**config.mk**
```make
export PLATFORM = sky130hd
export DESIGN_NAME = bp_aggregator
export DESIGN_NICKNAME = d
export VERILOG_FILES = /design/src/rtl/bp_pkg.sv /design/src/rtl/bp_channel.sv /design/src/rtl/bp_aggregator.sv
export SDC_FILE = /design/constraint.sdc
export NUM_CORES = 1
export LEC_CHECK = 0
export CAP_MARGIN = 20
export CORE_ASPECT_RATIO = 1.2
export CORE_UTILIZATION = 40
export DETAILED_ROUTE_END_ITERATION = 16
export PLACE_DENSITY = 0.66
export SLEW_MARGIN = 30
export SYNTH_ARGS = -nofsm -noshare
export SYNTH_HDL_FRONTEND = slang
export SYNTH_SLANG_ARGS = --single-unit
```
**constraint.sdc**
```tcl
create_clock -name Clk -period 5.97 [get_ports Clk]
set_input_delay 1.194 -clock Clk [delete_from_list [all_inputs] [get_ports Clk]]
set_output_delay 1.194 -clock Clk [all_outputs]
set_load 0.02 [all_outputs]
```
**src/rtl/bp_pkg.sv**
```systemverilog
// Shared definitions for the back-pressure aggregator: channel state encoding,
// counter widths and the popcount used to tally simultaneous fault entries.
package bp_pkg;

    typedef enum logic [1:0] {
        ST_IDLE   = 2'b00,
        ST_ACTIVE = 2'b01,
        ST_STALL  = 2'b10,
        ST_FAULT  = 2'b11
    } ch_state_t;

    localparam int WAIT_W = 8;
    localparam int HOLD_W = 4;
    localparam int MAX_CH = 16;

    function automatic logic [4:0] popcount16(input logic [MAX_CH-1:0] v);
        logic [4:0] n;
        n = '0;
        for (int i = 0; i < MAX_CH; i++) begin
            n = n + {4'b0, v[i]};
        end
        return n;
    endfunction

endpackage

```
**src/rtl/bp_channel.sv**
```systemverilog
// One channel of the aggregator: IDLE/ACTIVE/STALL/FAULT machine with a wait
// timeout counter and a back-pressure hold counter.
module bp_channel
    import bp_pkg::*;
#(
    parameter int unsigned HOLD    = 3,
    parameter int unsigned TIMEOUT = 15
) (
    input  logic      clk,
    input  logic      rst,
    input  logic      error,
    input  logic      wait_req,
    input  logic      valid,
    input  logic      clear,
    output ch_state_t state,
    output logic      bp_w,
    output logic      fault_entry
);

    ch_state_t         state_q, state_d;
    logic [WAIT_W-1:0] wait_q, wait_d;
    logic [HOLD_W-1:0] hold_q, hold_d;
    logic              timeout_hit;
    logic              busy_q;

    assign busy_q      = (state_q == ST_STALL) || (state_q == ST_FAULT);
    assign timeout_hit = ({1'b0, wait_q} + 9'd1) == 9'(TIMEOUT);

    // wait_d defaults to zero so the counter only survives while staying in STALL
    always_comb begin
        state_d = state_q;
        wait_d  = '0;
        hold_d  = hold_q;
        if (clear) begin
            state_d = ST_IDLE;
            hold_d  = '0;
        end else begin
            if (busy_q) begin
                hold_d = HOLD_W'(HOLD);
            end else if (hold_q != '0) begin
                hold_d = hold_q - HOLD_W'(1);
            end
            if (error) begin
                state_d = ST_FAULT;
            end else begin
                case (state_q)
                    ST_IDLE: begin
                        if (valid) state_d = ST_ACTIVE;
                    end
                    ST_ACTIVE: begin
                        if (wait_req)   state_d = ST_STALL;
                        else if (!valid) state_d = ST_IDLE;
                    end
                    ST_STALL: begin
                        if (!wait_req) begin
                            state_d = valid ? ST_ACTIVE : ST_IDLE;
                        end else if (timeout_hit) begin
                            state_d = ST_FAULT;
                        end else begin
                            wait_d = wait_q + WAIT_W'(1);
                        end
                    end
                    ST_FAULT: state_d = ST_FAULT;
                endcase
            end
        end
    end

    always_ff @(posedge clk) begin
        if (rst) begin
            state_q <= ST_IDLE;
            wait_q  <= '0;
            hold_q  <= '0;
        end else begin
            state_q <= state_d;
            wait_q  <= wait_d;
            hold_q  <= hold_d;
        end
    end

    assign state       = state_q;
    assign bp_w        = busy_q || (hold_q != '0);
    assign fault_entry = (state_d == ST_FAULT) && (state_q != ST_FAULT);

endmodule

```
**src/rtl/bp_aggregator.sv**
```systemverilog
// Back-pressure aggregator top: per-channel machines reduced to a global write
// back-pressure (OR), read-ready (AND) and a saturating fault-entry count.
module bp_aggregator
    import bp_pkg::*;
#(
    parameter int unsigned CHANNELS = 4,
    parameter int unsigned HOLD     = 3,
    parameter int unsigned TIMEOUT  = 15
) (
    input  logic                Clk,
    input  logic                Rst,
    input  logic [CHANNELS-1:0] Error,
    input  logic [CHANNELS-1:0] Wait,
    input  logic [CHANNELS-1:0] Valid,
    input  logic [CHANNELS-1:0] Clear,
    output logic [CHANNELS-1:0] ChBpW,
    output logic [CHANNELS-1:0] Fault,
    output logic                BpW,
    output logic                BpR,
    output logic [7:0]          FaultCount
);

    ch_state_t           ch_state [CHANNELS];
    logic [CHANNELS-1:0] ready;
    logic [CHANNELS-1:0] entry;
    logic [7:0]          count_q;
    logic [8:0]          sum;

    for (genvar g = 0; g < CHANNELS; g++) begin : g_ch
        bp_channel #(
            .HOLD    (HOLD),
            .TIMEOUT (TIMEOUT)
        ) u_ch (
            .clk         (Clk),
            .rst         (Rst),
            .error       (Error[g]),
            .wait_req    (Wait[g]),
            .valid       (Valid[g]),
            .clear       (Clear[g]),
            .state       (ch_state[g]),
            .bp_w        (ChBpW[g]),
            .fault_entry (entry[g])
        );
        assign Fault[g] = (ch_state[g] == ST_FAULT);
        assign ready[g] = (ch_state[g] == ST_IDLE) || (ch_state[g] == ST_ACTIVE);
    end

    // Several channels may fault on one edge, so the count adds a popcount
    assign sum = {1'b0, count_q} + 9'(popcount16(MAX_CH'(entry)));

    always_ff @(posedge Clk) begin
        if (Rst) begin
            count_q <= '0;
        end else begin
            count_q <= sum[8] ? 8'hFF : sum[7:0];
        end
    end

    assign BpW        = |ChBpW;
    assign BpR        = &ready;
    assign FaultCount = count_q;

endmodule

```
==> run metrics, run 1 <==
Detailed Route Iter0 Violations 70; Max Clk Rate 249 MHz; setup tns final 0 ps; Slew Limit Fails 0; Core Area between 7000 and 8000 um^2; htree depth 3; most common cell after layout, fill and taps aside dfxtp_1; MaxCap Viol Count 0; Post-CTS Repair Setup Buffers 0; most frequent cells in the layout dfxtp_1, nor2_1, clkdlybuf4s50_1; DR vias between 2k and 3k; die width around 85 um; most frequent CP cell fa_1; Bufs and invs on worst path 2; WS Path Type input port to register; Placed Cells incl. Taps 494; Syn. warnings 0; critical path's largest stage delay between 500 and 600 ps; layout cell share with drive strength beyond 1 roughly 7.4%; grt ovf 0; violations in the final reports design-rule violations; Area Growth Syn to Fin 17.8%; clk slew on worst S/H paths around 80 ps; row count 35; global routing usage on met3 under 10%; fin nets around 450; main flop type after synthesis dfxtp_1; Syn Nets 417; Remaining DRCs 3; Arrival @ worst endpoint 4270 ps; diode count 0; CTS Buffer Depth 2; Final GP Congestion 0.750; Clock Skew 10.6 ps; CP max FO 5; fraction of registers with async set or reset after synthesis 0%; worst-path cell chain clkdlybuf4s50_1 > nand2_1 > nor4_2 > o21ai_0 > fa_1 > inv_1 > fa_1 > fa_1 > nand2_1 > nor2_1 > or2_2 > a21oi_1; Worst Hold Class register to register; port bufs 35; Synth cell types 53; post-route minimum period 4010 ps; FF+latch count, synth 64; M2 GR Usage approximately 28%; total wire length ~6300 um; Final period util 67.1%; WL per Instance ~12 um; Least-Margin Pin Slew about 640 ps; total track usage 16.4%; dpl hpwl between 4000 and 5000 um; CTS root buffer clkbuf_8; RSZ-0062 raised after global routing no; cell area after synthesis 3290 um^2; Die Ht approximately 100 um; max_slew headroom 57.0%; global-route wire length before repair 11100 um; Post-synth EDFFs 0; largest net degree at the start of global routing 16; CP max-delay cell fa_1; Syn Inst Count about 380; power per cell area between 200 and 300 nW/um^2; vias in the first global route around 2.6k; crit path launch type input port; CP Capture Type register; CTS Buf Count 9; vias per inst 5.12; Detail Route Antenna Nets 0; highest ir drop seen on vdd 0.000127 V; TritonCTS clock tree yes; P_leak approximately 0.0014 uW; register area share after synthesis between 30% and 40%; CTS sink count 64; die footprint 8590 um^2; worst hold margin roughly 460 ps; CP top delay family adder cells; clk_lat worst skew around 340 ps; starting density of the core between 40% and 50%; Req. time, crit path 6230 ps; Detailed Routing Iterations Pass 1 10; gr busiest metal met2; status finished with violations; initial antenna violation count 0; Final Non-Filler Cells 510; Post-CTS Hold Fix Bufs 0; CTS resizes 0; io pins 36; Final Setup Violations 0; final hold viol count 0; GR Util met1 between 10% and 20%; mean post-synth cell area 8.68 um^2
routing by layer:
layer	vias to the layer above	part of all wire, %
met5	-	0
met3	9	2.7
li1	1364	-
met4	0	2.2
met1	1209	47
met2	29	48
cells in the mapped netlist (all sizes together) (3+ instances only):
cell    count  area share (%)
buf         9             1.7
ha         17             6.5
a21o        3            0.68
o21a        3            0.68
or3         6             1.1
maj3        4             1.2
nand2b     10             1.9
xor2       13             3.5
xnor2      19             5.1
a21oi      20             3.2
inv        20             2.3
and2        9             1.7
or4         3             1.0
nor3       12             1.8
o21ai      14             2.1
dfxtp      64              39
nor3b       4             1.4
nand4       5            0.95
o31ai       3             1.3
nand3      15             2.3
nor2       63             7.3
clkbuf      3            0.34
nand2      19             2.2
or2         5            0.95
nor4       12             2.5
fa          3             1.8
worst reg2reg max path, delay by kind of cell (launching register included):
kind | cells | cell delay (ps)
buffers and inverters | 1 | 50
and+or+nand+nor | 5 | 880
adders and majority gates | 4 | 1650
AOI/OAI and AO/OA | 3 | 770
DFF | 1 | 380
through the flow:
stage	instance area, um^2	total power (uW)	setup slack (ps)	utilization (%)
final	3870	1040	1960	49.4
after global routing	3870	1110	1810	49.4
after CTS	3870	1060	1990	49.4
after detailed placement	3690	698	1620	47.0
after global placement	3690	694	1690	47.0
after floorplan	3290	634	2280	-
path summary, 6_finish.rpt:
path	start	slack [ps]	to	cells past startpoint
setup / recovery	Wait[2]	1960	FaultCount[4]	12
hold / removal	g_ch[3].u_ch.wait_q[0]	460	g_ch[3].u_ch.wait_q[0]	1
setup reg to reg	g_ch[2].u_ch.wait_q[0]	2150	FaultCount[4]	13
hold reg to reg	g_ch[3].u_ch.wait_q[0]	460	g_ch[3].u_ch.wait_q[0]	1
power breakdown:
group | internal (uW) | switching [uW] | total [uW]
Combinational | 107 | 111 | 218
Clock | 191 | 167 | 358
Sequential | 447 | 21.6 | 469
sequential cells by signal (all words and copies together), names as in the netlist:
name,flops
g_ch.u_ch.state,8
g_ch.u_ch.wait_q,32
FaultCount,8
g_ch.u_ch.hold_q,16
cell type report:
type                            instances  area (um^2)
Fill cell                             777         3970
Tap cell                               92          115
Multi-Input combinational cell        282         1860
Clock buffer                           10          128
Clock inverter                          6         60.1
Timing Repair Buffer                   35          350
Inverter                               21         78.8
Sequential cell                        64         1280
kinds of logic after synthesis:
logic type | count (synthesis) | synth area share, %
AND/OR/NAND/NOR | 167 | 26.1
flip-flops | 64 | 39.0
AO/OA/AOI/OAI | 57 | 11.8
buffers and inverters | 33 | 4.49
XOR/XNOR | 32 | 8.52
adder cells (fa/ha/maj) | 24 | 9.51
multiplexers | 2 | 0.609
(Power assumes the default switching activity.)
==> run 2, diff against run 1 <==
==> constraint.sdc (replaced) <==
create_clock -name Clk -period 3.7 [get_ports Clk]
set_input_delay 0.74 -clock Clk [delete_from_list [all_inputs] [get_ports Clk]]
set_output_delay 0.74 -clock Clk [all_outputs]
set_load 0.02 [all_outputs]
==> run metrics, run 2 (same netlist as run 1, synthesis figures left out) <==
Core Area ~7800 um^2; CTS root buffer clkbuf_8; CP Capture Type register; vias in the first global route 2559; crit path launch type register; flop2flop setup slack 240 ps; status finished with violations; CP Capture Point FaultCount[4]; Detailed Routing Iterations Pass 1 11; DR vias 2640; Remaining DRCs 3; Worst R2R Start g_ch[2].u_ch.wait_q[0]; port bufs 35; vias per inst slightly above 5; Arrival @ worst endpoint 3740 ps; die footprint around 8600 um^2; initial antenna violation count 0; Die Ht between 100 and 150 um; clk_lat worst skew about 350 ps; row count 35; most common cell after layout, fill and taps aside nor2_1; final hold viol count 0; RSZ-0062 raised after global routing no; largest net degree at the start of global routing 16; CTS Buffer Depth 2; WS Path Type register to register; reg2reg end FaultCount[4]; P_leak ~0.0014 uW; Area Growth Syn to Fin 21.8%; CP max FO 5; Final period util 93.6%; layout cell share with drive strength beyond 1 a little over a tenth; io pins 36; hold path depth 1; Slew Limit Fails 0; Final GP Congestion around 0.75; Worst Hold Class register to register; setup tns final 0 ps; max_slew headroom 56.7%; switching part of the total ~27%; Clock Skew between 10 and 15 ps; starting density of the core a little over two fifths; min setup slack post-route 236 ps; biggest regs g_ch.u_ch.wait_q x32, g_ch.u_ch.hold_q x16; post-route minimum period ~3500 ps; Req. time, crit path a little under 4000 ps; switching pwr a little over 500 uW; MaxCap Viol Count 0; most frequent cells in the layout nor2_1, dfxtp_1, clkdlybuf4s50_1; global-route wire length before repair 11400 um; Clk network pwr share about two fifths; Crit. Startpoint g_ch[2].u_ch.wait_q[0]; largest reg by FF count g_ch.u_ch.wait_q; Flop pwr share around two fifths; Max Clk Rate approximately 290 MHz; CTS sink count 64; diode count 0; grt ovf 0; pre-CTS worst setup slack -147 ps; Least-Margin Pin Slew about 650 ps; Detailed Route Iter0 Violations 83; fin nets around 460; htree depth 3; Detail Route Antenna Nets 0; WL per Instance 12.5 um; die width between 80 and 90 um; highest ir drop seen on vdd 0.000239 V; Logic pwr share roughly a fifth; violations in the final reports design-rule violations; total track usage 16.8%; power per cell area approximately 470 nW/um^2; CTS Buf Count 9; TritonCTS clock tree yes; clk slew on worst S/H paths ~80 ps; Final Setup Violations 0; total wire length between 6000 and 7000 um; Pint 1370 uW; dpl hpwl between 4000 and 5000 um; max reg flops 32; Worst R2R Path Depth 14
run 2: cell count changes in the layout (fill, tap and decap cells not counted), sizes merged:
cell and delta:
buf +6, clkinv -2, inv +1, clkinvlp -1, bufinv +2
run 2: timing repair:
action	in CTS	in global routing
pin swaps	0	3
resized for setup	1	10
setup buffers	0	1
hold buffers	0	0
endpoints found under the setup margin	1	8
run 2: metrics by stage:
step                      hold slack, ps  instances  instance area, um^2  total power (uW)  util [%]
after floorplan                      425        379                 3290              1020         -
after global placement               438        499                 3720              1120      47.5
after detailed placement             458        499                 3720              1130      47.5
after CTS                            471        515                 3980              1900      50.7
after global routing                 479        516                 4010              1980      51.1
final                                447        516                 4010              1880      51.1
run 2: worst max-delay path: stages, from the launching register on:
cell and delay [ps]:
dfxtp_2 380, ha_4 160, nand3_1 90, xor2_1 180
nand3_1 180, nor4_2 290, o21ai_1 150, fa_1 500
inv_1 60, fa_1 460, fa_2 360, nand2_1 70
nor2_1 80, or2_2 300, a21oi_1 140
run 2: how the worst min path moves through the flow:
stage,slack (ps),start,end
floorplan,430,g_ch[3].u_ch.wait_q[0],g_ch[3].u_ch.wait_q[0]
global placement,440,g_ch[3].u_ch.wait_q[0],g_ch[3].u_ch.wait_q[0]
detailed placement,460,g_ch[3].u_ch.wait_q[0],g_ch[3].u_ch.wait_q[0]
CTS,470,g_ch[3].u_ch.wait_q[0],g_ch[3].u_ch.wait_q[0]
global route,480,g_ch[0].u_ch.wait_q[0],g_ch[0].u_ch.wait_q[0]
finish,450,g_ch[0].u_ch.wait_q[0],g_ch[0].u_ch.wait_q[0]
run 2: cell type report:
class / instances / area (um^2)
clock buffer: 10 / 138
clock inverter: 6 / 115
fill: 740 / 3830
inverter: 21 / 78.8
multi-input combinational: 282 / 1880
sequential: 64 / 1290
tap: 92 / 115
timing repair buffer: 41 / 395
run 2: metal layers:
layer	GRT usage, %	vias to the layer above	wire length, um
li1	-	1379	-
met1	19.7	1220	3030
met2	29.0	33	3120
met3	3.42	8	192
met4	9.00	0	121
met5	0	-	0
run 2: power by group through the flow:
stage                     combinational [uW]  sequential (uW)  clock, uW
after floorplan                          251              772          0
final                                    362              756        760
after global placement                   351              771          0
after detailed placement                 360              771          0
after global routing                     406              762        815
after CTS                                363              756        780
==> run 3, diff against run 2 <==
--- a/config.mk
+++ b/config.mk
@@ -6,10 +6,11 @@
 export NUM_CORES = 1
 export LEC_CHECK = 0
 export CAP_MARGIN = 20
-export CORE_ASPECT_RATIO = 1.2
+export CORE_ASPECT_RATIO = 2
 export CORE_UTILIZATION = 40
 export DETAILED_ROUTE_END_ITERATION = 16
 export PLACE_DENSITY = 0.66
+export SKIP_LAST_GASP = 1
 export SLEW_MARGIN = 30
 export SYNTH_ARGS = -nofsm -noshare
 export SYNTH_HDL_FRONTEND = slang
==> run metrics, run 3 (same netlist as run 1, synthesis figures left out) <==
max reg flops 32; M2 GR Usage about a third; CP max FO 5; port bufs 35; post-route minimum period around 3400 ps; DR vias 2719; Remaining DRCs 0; CP max-delay cell fa_1; die footprint about 8600 um^2; final hold viol count 0; P_leak roughly 0.0015 uW; total track usage ~17%; Detailed Routing Iterations Pass 1 4; Placed Cells incl. Taps between 500 and 600; Area Growth Syn to Fin 24.3%; Flop pwr share between 30% and 40%; starting density of the core approximately two fifths; CP Capture Type register; clk slew on worst S/H paths roughly 50 ps; power per cell area ~480 nW/um^2; Slew Limit Fails 0; htree depth 3; Die Ht 130 um; layout cell share with drive strength beyond 1 11.0%; Reg area about 1300 um^2; fin nets ~460; Clk network pwr share 43.1%; initial antenna violation count 0; Core Area 7940 um^2; Detail Route Antenna Nets 0; Post-CTS Repair Setup Buffers 0; most frequent cells in the layout nor2_1, dfxtp_1, clkdlybuf4s50_1; largest reg by FF count g_ch.u_ch.wait_q; # fillers roughly 780; Final Util 51.5%; CTS sink count between 60 and 70; Arrival @ worst endpoint roughly 3600 ps; vias in the first global route roughly 2.8k; setup tns final 0 ps; diode count 0; CTS Buf Count 9; Design Area, Final a little over 4000 um^2; Detailed Route Iter0 Violations ~120; global routing usage on met3 about 4.7%; global-route wire length before repair 11400 um; WL per Instance approximately 13 um; WS Path Type register to register; status complete, no violations; Worst Hold Class register to register; largest net degree at the start of global routing 16; critical path's largest stage delay about 500 ps; gr busiest metal met2; biggest regs g_ch.u_ch.wait_q x32, g_ch.u_ch.hold_q x16; Logic pwr share a little under a fifth; die width between 60 and 70 um; Pint 1460 uW; TritonCTS clock tree yes; Final period util between 90 and 100%; RSZ-0062 raised after global routing no; Req. time, crit path slightly below 4000 ps; total wire length 6650 um; Clock Skew 4.06 ps; Post-CTS Hold Fix Bufs 0; switching pwr about 510 uW; CTS Buffer Depth 2; worst-path cell chain ha_2 > nand2b_1 > o21ai_0 > a21o_1 > nand3_1 > o2bb2a_2 > fa_1 > inv_1 > fa_2 > fa_2 > nand2_1 > nor2_1 > or2_2 > a21oi_1; highest ir drop seen on vdd 0.000308 V; io pins 36; Final Setup Violations 0; Multi-input gate area roughly 1900 um^2; Final GP Congestion about 0.81; max_slew headroom 58.6%; Least-Margin Pin Slew between 600 and 700 ps; crit path launch type register; row count 46; switching part of the total between 20% and 30%; CTS root buffer clkbuf_16; Cell Area, Placed between 3000 and 4000 um^2; clk_lat worst skew 330 ps; vias per inst approximately 5.2; Max Clk Rate 297 MHz; MaxCap Viol Count 0; GR Util met1 around 17%; dpl hpwl about 5000 um; most common cell after layout, fill and taps aside nor2_1; most frequent CP cell fa_2; Final Non-Filler Cells between 500 and 600; grt ovf 0
run 3: changes by cell type in the layout (fill, tap and decap cells not counted), sizes merged:
cell	delta
clkinv	+1
clkbuf	+3
clkinvlp	-1
bufinv	-2
buf	+2
inv	-1
run 3: metal layers:
layer | part of all wire, % | wire, um | up-vias
met5 | 0 | 0 | -
met4 | 4.0 | 267 | 0
met3 | 3.0 | 201 | 15
met2 | 53 | 3550 | 38
met1 | 40 | 2640 | 1277
li1 | - | - | 1389
run 3: power by group through the flow:
stage | sequential [uW] | combinational, uW | clock (uW)
after floorplan | 772 | 251 | 0
after global placement | 770 | 358 | 0
after detailed placement | 772 | 362 | 0
after CTS | 757 | 366 | 870
after global routing | 761 | 411 | 901
final | 757 | 364 | 849
run 3: worst paths after layout:
path	startpoint	end	slack [ps]	cells past startpoint
max	g_ch[0].u_ch.wait_q[0]	FaultCount[4]	340	14
min	g_ch[2].u_ch.wait_q[0]	g_ch[2].u_ch.wait_q[0]	460	1
max reg2reg	g_ch[0].u_ch.wait_q[0]	FaultCount[4]	340	14
min reg2reg	g_ch[2].u_ch.wait_q[0]	g_ch[2].u_ch.wait_q[0]	460	1
run 3: cell type report:
class                           instances  area share (%)
Clock buffer                           13            6.36
Clock inverter                          3           0.979
Inverter                               21            1.93
Multi-Input combinational cell        282            46.3
Sequential cell                        64            31.4
Tap cell                               96            2.94
Timing Repair Buffer                   43            10.0
run 3: stage by stage:
stage / hold WS, ps / setup slack, ps / total power [uW]
floorplan: 425 / 235 / 1020
global placement: 442 / -60.0 / 1130
detailed placement: 457 / -94.1 / 1130
CTS: 469 / 0.522 / 1990
global route: 476 / 44.8 / 2070
finish: 460 / 336 / 1970
run 3: critical path: cells and delay by family, from the launching register on:
| family | cells | cell delay [ps] |
|---|---|---|
| fa+ha+maj | 4 | 1470 |
| simple gates | 5 | 680 |
| compound gates | 4 | 730 |
| buf+inv | 1 | 60 |
| flops | 1 | 340 |
run 3: what timing repair did:
item | 4_1_cts | 5_1_grt
gates resized for setup | 0 | 12
setup endpoints to repair | 0 | 8
endpoints found under the hold margin | 0 | 0
